[src/rtl/led_pulse_stretcher_pkg.sv]
// Shared types and helpers for the LED pulse stretcher.
// Holds the FSM state encoding and the timer width calculation.
package led_pulse_stretcher_pkg;

    typedef enum logic [1:0] {
        IDLE = 2'd0,
        ON   = 2'd1,
        GAP  = 2'd2
    } state_t;

    // Timer must reach max(on, gap) - 1 and is never narrower than one bit.
    function automatic int timer_width(input int on_cycles, input int gap_cycles);
        int longest;
        int width;
        longest = (on_cycles > gap_cycles) ? on_cycles : gap_cycles;
        width   = $clog2(longest);
        return (width < 1) ? 1 : width;
    endfunction

endpackage

[src/rtl/led_pulse_stretcher_rise_detect.sv]
// Registered rising-edge detector: one event per low-to-high transition of d.
// prev_q clears on reset, so an input already high at reset release counts as an edge.
module rise_detect (
    input  logic clk,
    input  logic rst,
    input  logic d,
    output logic rise
);

    logic prev_q;

    always_ff @(posedge clk) begin
        if (rst) begin
            prev_q <= 1'b0;
        end else begin
            prev_q <= d;
        end
    end

    assign rise = d & ~prev_q;

endmodule

[src/rtl/led_pulse_stretcher.sv]
// Turns short internal events into fixed-length LED blinks separated by a dark gap.
// Events arriving mid-blink are counted and replayed later; overflow raises o_drop.
module led_pulse_stretcher
    import led_pulse_stretcher_pkg::*;
#(
    parameter int ON_CYCLES  = 20,
    parameter int GAP_CYCLES = 20,
    parameter int PEND_MAX   = 3
) (
    input  logic clk,
    input  logic rst,
    input  logic i_event,
    output logic o_led,
    output logic o_busy,
    output logic o_drop
);

    localparam int TW = timer_width(ON_CYCLES, GAP_CYCLES);
    localparam int PW = $clog2(PEND_MAX + 1);

    localparam logic [TW-1:0] ON_LOAD   = TW'(ON_CYCLES - 1);
    localparam logic [TW-1:0] GAP_LOAD  = TW'(GAP_CYCLES - 1);
    localparam logic [TW-1:0] TIMER_ONE = TW'(1);
    localparam logic [PW-1:0] PEND_FULL = PW'(PEND_MAX);
    localparam logic [PW-1:0] PEND_ONE  = PW'(1);

    state_t        state;
    state_t        state_next;
    logic [TW-1:0] timer;
    logic [TW-1:0] timer_next;
    logic [PW-1:0] pending;
    logic [PW-1:0] pending_next;
    logic          event_hit;
    logic          drop_next;
    logic          gap_done;
    logic          pend_inc;
    logic          pend_dec;

    rise_detect u_rise_detect (
        .clk  (clk),
        .rst  (rst),
        .d    (i_event),
        .rise (event_hit)
    );

    // An event in the last gap cycle with nothing queued starts the next blink directly.
    assign gap_done = (state == GAP) && (timer == '0);
    assign pend_dec = gap_done && (pending != '0);
    assign pend_inc = event_hit &&
                      ((state == ON) ||
                       ((state == GAP) && !(gap_done && (pending == '0))));

    always_comb begin
        state_next   = state;
        timer_next   = timer;
        pending_next = pending;
        drop_next    = 1'b0;

        case (state)
            IDLE: begin
                if (event_hit) begin
                    state_next = ON;
                    timer_next = ON_LOAD;
                end
            end
            ON: begin
                if (timer == '0) begin
                    state_next = GAP;
                    timer_next = GAP_LOAD;
                end else begin
                    timer_next = timer - TIMER_ONE;
                end
            end
            GAP: begin
                if (timer == '0) begin
                    if ((pending != '0) || event_hit) begin
                        state_next = ON;
                        timer_next = ON_LOAD;
                    end else begin
                        state_next = IDLE;
                    end
                end else begin
                    timer_next = timer - TIMER_ONE;
                end
            end
            default: begin
                state_next = IDLE;
                timer_next = '0;
            end
        endcase

        // Simultaneous increment and decrement cancel, even with the queue full.
        if (pend_inc && !pend_dec) begin
            if (pending == PEND_FULL) begin
                drop_next = 1'b1;
            end else begin
                pending_next = pending + PEND_ONE;
            end
        end else if (pend_dec && !pend_inc) begin
            pending_next = pending - PEND_ONE;
        end
    end

    always_ff @(posedge clk) begin
        if (rst) begin
            state   <= IDLE;
            timer   <= '0;
            pending <= '0;
            o_led   <= 1'b0;
            o_busy  <= 1'b0;
            o_drop  <= 1'b0;
        end else begin
            state   <= state_next;
            timer   <= timer_next;
            pending <= pending_next;
            o_led   <= (state_next == ON);
            o_busy  <= (state_next != IDLE);
            o_drop  <= drop_next;
        end
    end

endmodule

[config.mk]
export PLATFORM = sky130hd
export DESIGN_NAME = led_pulse_stretcher
export DESIGN_NICKNAME = d
export VERILOG_FILES = /design/src/rtl/led_pulse_stretcher_pkg.sv /design/src/rtl/led_pulse_stretcher_rise_detect.sv /design/src/rtl/led_pulse_stretcher.sv
export SDC_FILE = /design/constraint.sdc
export NUM_CORES = 1
export LEC_CHECK = 0
export CORE_UTILIZATION = 54
export CTS_CLUSTER_SIZE = 8
export DETAILED_ROUTE_END_ITERATION = 7
export PLACE_DENSITY = 0.75
export SYNTH_ARGS = -nofsm -noshare
export SYNTH_HDL_FRONTEND = slang
export SYNTH_SLANG_ARGS = --single-unit
[constraint.sdc]
create_clock -name clk -period 2.2 [get_ports clk]
set_input_delay 0.55 -clock clk [delete_from_list [all_inputs] [get_ports clk]]
set_output_delay 0.55 -clock clk [all_outputs]
set_load 0.05 [all_outputs]
* Word level (Yosys, flattened, before mapping)
Cells that the tools add are included.
** Word-level totals
- Bits in registers :: 13
- Input bits :: 3
- Output and inout port bits :: 3
- Word-level logic and storage cells :: 55
** Cells by class
- Add/subtract/negate cells :: 3
- Equality and inequality tests :: 7
- Multiplexer cells :: 14
- Bitwise operators :: 3
- Reductions and logical operators :: 21
** Operator list (count)
- 2-to-1 mux 5 bit :: 4
- one-hot mux 5 bit (3 select lines) :: 1
- 2-to-1 mux 2 bit :: 6
- logical AND 1 bit :: 7
- one-hot mux 2 bit (3 select lines) :: 1
- nonzero test 2 bit :: 3
- logical NOT 5 bit :: 1
- subtractor 5 x 1 -> 5 bit (second input constant) :: 1
- == test 2 x 1 -> 1 bit (second input constant) :: 2
- == test 2 bit (second input constant) :: 2
- logical NOT 2 bit :: 2
- inequality test 2 bit (second input constant) :: 2
- AND reduction 2 bit :: 2
- logical NOT 1 bit :: 3
- inequality test 3 x 2 -> 1 bit (second input constant) :: 1
- adder 2 x 1 -> 2 bit (second input constant) :: 1
- logical OR 1 bit :: 2
- 2-to-1 mux 1 bit :: 2
- NOT 1 bit :: 2
- OR reduction 2 bit :: 1
- subtractor 2 x 1 -> 2 bit (second input constant) :: 1
- AND 1 bit :: 1

* Logic depth before layout (Yosys ltp)
- Depth after elaboration :: 11
- Gate-level depth with buffers :: 7
- Depth with buffers taken out :: 6

* Cells and area by module
From an unflattened synthesis, not the netlist that was laid out.
** Unflattened totals
- Cell total of the unflattened synthesis :: 89
- Area, all modules :: 817.0 µm²
** By module, submodules not included
- led_pulse_stretcher :: instances 1, cells an instance 86, area each 769.5 µm², seq. area each 240.2 µm²
- rise_detect :: instances 1, cells an instance 3, area each 47.5 µm², seq. area each 20.0 µm²

* Worst setup path before layout
Ideal clock, no wire load.
- Path kind :: register to register
- Start :: register timer[0]
- End :: register timer[0]
- Library setup time :: 0.086 ns
- Data arrival time :: 1.825 ns
- Data required time :: 2.114 ns
- Slack :: 0.289 ns
- Cell stages (with the launch flop) :: 7
- Buffers on the path :: 0
- Period minus slack after synthesis :: 1.911 ns
- Cell sequence :: dfxtp_1 -> inv_1 -> ha_1 -> or4b_4 -> a2111oi_4 -> nor3_1 -> a211oi_1
** Between the ends
- Cells in the longest elaborated chain, start to end :: 3
- Elaborated cells between the ends (all ways) :: 7
- Classes of those cells :: add/sub (1); eq/ne (1); mux (3); reduce/logical (2)
** Ends and longest elaborated chain
- from (decl) :: RTL line led_pulse_stretcher.sv:29 : logic [TW-1:0] timer;
- from (signal assigned) :: RTL line led_pulse_stretcher.sv:114 : timer <= timer_next;
- subtractor 5 x 1 -> 5 bit or logical NOT 5 bit (tied branches)
- 2-to-1 mux 5 bit (tied with other cells) :: RTL line led_pulse_stretcher.sv:75 : if (timer == '0) begin
- one-hot mux 5 bit (3 select lines) or AND reduction 2 bit (tied branches)
Parallel ways exist; a longest one is shown, timed or not.
A chain may end at the register's enable or synchronous reset.

* Worst setup path after layout
- Start :: register timer[0]
- End :: register timer[1]
The elaborated chain is that of the path after synthesis.

==> flow_metrics.tcl <==
set metrics [dict create \
    mappedNetlistNets 92 \
    postSynthRegisterBits 13 \
    hold_fails_final_rpt 0 \
    critPathKind "reg -> reg" \
    worstPathArrival_ps 2210 \
    flow.area_growth_from_synthesis_pct 15.6 \
    placement.io_buffers 5 \
    grt_antenna_before_repair 0 \
    tightest_slew_ps 490 \
    synth_largest_area_cell "dfxtp_1" \
    starting_drt_drc_count 15 \
    ctsRootBufferMaster "clkbuf_4" \
    pwr_density_cell_nw_per_um2 835 \
    switchingPower_uw 262 \
    timing.final.max_slew_violations 0 \
    clock_period_minus_final_worst_setup_slack_ps 2030 \
    totalNegativeSetupSlack_ps 0 \
    required_ps 2380 \
    gp_congestion 0.855 \
    boundaryPins 6 \
    fp.dieH_um 39.3 \
    timing.final.crit_share_pct 92.1 \
    worst-path-max-fanout 8 \
    synth_area_um2 753 \
    hpwl_um 1070 \
    worstSetupEndpoint "timer[1]$_SDFFE_PP0P_" \
    run_status "finished, final reports clean" \
    timing.hold.worst.class "reg -> reg" \
    worst-r2r-cell-count 7 \
    reg2reg_setup_slack_ps 170 \
    hold_ws_ps 496 \
    postCtsHoldBufs 0 \
    clk-insertion-delay-late_ps 280 \
    synthCells 84 \
    share_of_the_yosys_chip_area_belonging_to_registers_pct 34.6 \
    routedWlPerCell_um 13.7 \
    drt-pass1-iter-count 4 \
    number_of_warnings_issued_by_yosys 0 \
    share_of_post_route_cells_with_drive_strength_above_1_pct 12.6 \
    route.final.wire_length_um 1510 \
    synth_most_common_cell "dfxtp_1" \
    timing.max_slew.rel_slack_pct 67.2 \
    worst_r2r_endpoint "timer[1]$_SDFFE_PP0P_" \
    cts_tree "done" \
    routed_antenna_nets 0 \
    detailed_route_via_count 675 \
    finClkSkew_ps 2.46 \
    first_pass_grt_wire_length_um 2310 \
    grt_start_max_net_pins 14 \
    fp.dieW_um 39.3 \
    comb_power_share_pct 39.7 \
    initial_utilization_pct 57.9 \
    core_rows 13 \
    worst_setup_path_startpoint "timer[0]$_SDFFE_PP0P_" \
    detail_route.vias_per_cell 6.14 \
    synth.area.top_cells "dfxtp_1 35%, ha_1 8.3%, a21oi_1 4.0%" \
    total_number_of_nets_in_the_final_design 104 \
    synthesis.area_per_instance_um2 8.97 \
    leakagePower_nw 0.330 \
    pwr-share-clk_pct 20.5 \
    grt.total_usage_pct 21.9 \
    peakVddDrop_uv 448 \
    critical_path.startpoint_type "register" \
    htreeDepth 1 \
    switching_power_as_a_share_of_total_power_pct 36.0 \
    coreArea_um2 1300 \
    synthFlopType "dfxtp_1" \
    synth_largest_type_area_fraction_pct 34.6 \
    synth_enable_flop_cells 0 \
    route.detailed.drc 0 \
    pwr-share-seq_pct 39.8 \
    antenna-diode-count 0 \
    p_int_uw 465 \
    cap_violations 0 \
    rsz0062_at_grt "no" \
    die-area_um2 1550 \
    post_cts_setup_inserts 0 \
    tritoncts_num_sinks 13 \
    vias_in_the_first_global_route 495 \
    fill_cells 114 \
    proportion_of_register_bits_with_asynchronous_set_or_reset_after_synthesis_pct 0 \
    cts-resized-gates 0 \
    clk_transition_reported_paths_ps 80 \
    clock.fmax_ghz 0.493 \
    crit-reg2reg-launch "timer[0]$_SDFFE_PP0P_" \
    unique_cell_type_count_in_the_yosys_netlist 35 \
    globalRouteOverflowTotal 0 \
    numCtsBuffers 3 \
    clk_path_buf_depth 2 \
    endpoint_kind "register" \
    setup_viol 0 \
    synth.cells.most_frequent "13 x dfxtp_1, 8 x nor2_1, 6 x a21oi_1, 6 x inv_1" \
]
-- worst min path at each step --
stage | end | cells after the start | slack (ps) | startpoint
global route | timer[1]$_SDFFE_PP0P_ | 2 | 520 | timer[1]$_SDFFE_PP0P_
CTS | timer[1]$_SDFFE_PP0P_ | 2 | 500 | timer[1]$_SDFFE_PP0P_
finish | timer[1]$_SDFFE_PP0P_ | 2 | 500 | timer[1]$_SDFFE_PP0P_
global placement | timer[1]$_SDFFE_PP0P_ | 2 | 470 | timer[1]$_SDFFE_PP0P_
floorplan | timer[1]$_SDFFE_PP0P_ | 2 | 450 | timer[1]$_SDFFE_PP0P_
detailed placement | timer[1]$_SDFFE_PP0P_ | 2 | 490 | timer[1]$_SDFFE_PP0P_
-- state kept, by name (all words and copies together), names as in the netlist --
name	cells
timer	5
pending	2
state	2
o_busy	1
o_drop	1
o_led	1
u_rise_detect.prev_q	1
-- through the flow --
| stage | total power, mW | utilization, % | instance area [µm²] | instances | setup slack, ps |
|---|---|---|---|---|---|
| 2_1_floorplan | 0.499 | - | 753 | 84 | 289 |
| 3_3_place_gp | 0.567 | 64.3 | 837 | 105 | 124 |
| 3_5_place_dp | 0.572 | 64.3 | 837 | 105 | 64.0 |
| 4_1_cts | 0.720 | 66.3 | 863 | 109 | 47.4 |
| 5_1_grt | 0.772 | 66.9 | 871 | 110 | 73.6 |
| 6_report | 0.727 | 66.9 | 871 | 110 | 173 |
-- logic make-up (layout without fill, tap and decap cells) --
family	count (synthesis)	count (layout)	synth area share (%)
AND/OR/NAND/NOR	32	32	26.2
flip-flops	13	13	34.6
AO/OA/AOI/OAI	26	26	26.9
buffers and inverters	8	19	3.99
adder cells (fa/ha/maj)	5	5	8.31
-- layer usage --
metal	vias to the layer above	share of wire (%)	track usage (%)
met4	0	1.1	5.17
met1	316	52	34.0
met2	18	43	30.8
li1	338	-	-
met5	-	0	0
met3	3	3.8	3.41
-- area by class of cell --
type | instances | area, µm² | share of cell area (%)
multi-input cells | 63 | 463 | 53.2
well taps | 15 | 18.8 | 2.16
repair buffers | 9 | 80.1 | 9.20
inverters | 6 | 22.5 | 2.59
flip-flops and latches | 13 | 260 | 29.9
clock buffers | 4 | 26.3 | 3.02
-- layout by cell type, fill, tap and decap left out --
master / count
a2111oi_0: 1
a2111oi_4: 1
a211oi_1: 3
a21o_1: 1
a21oi_1: 6
a221oi_1: 1
a2bb2oi_1: 1
a311o_1: 1
a31oi_1: 1
a32oi_1: 1
and2_1: 1
and3b_1: 2
buf_4: 4
clkbuf_1: 1
clkbuf_4: 3
clkdlybuf4s50_1: 5
dfxtp_1: 13
ha_1: 5
inv_1: 6
nand2_1: 2
nand2b_1: 4
nand4b_1: 1
nor2_1: 8
nor2b_1: 2
nor3_1: 5
nor3b_1: 2
nor4b_1: 1
nor4b_2: 1
o211ai_1: 1
o21ai_0: 3
o21ba_2: 1
o22ai_1: 2
o311a_1: 1
o311ai_0: 1
or2_2: 1
or3_1: 1
or4b_4: 1
-- critical path: stages, from the launching register on --
cell	delay [ps]
dfxtp_1	330
inv_1	80
ha_1	220
or4b_4	540
a2111oi_4	300
buf_4	190
nor3_1	60
a211oi_1	220
-- power by group through the flow --
stage               Clock, mW  Sequential [mW]  Combinational, mW
global route            0.161            0.294              0.317
floorplan                   0            0.311              0.188
finish                  0.149            0.290              0.289
global placement            0            0.293              0.274
CTS                     0.152            0.289              0.279
detailed placement          0            0.294              0.278
Note: power is estimated with default switching activity, not from simulation.
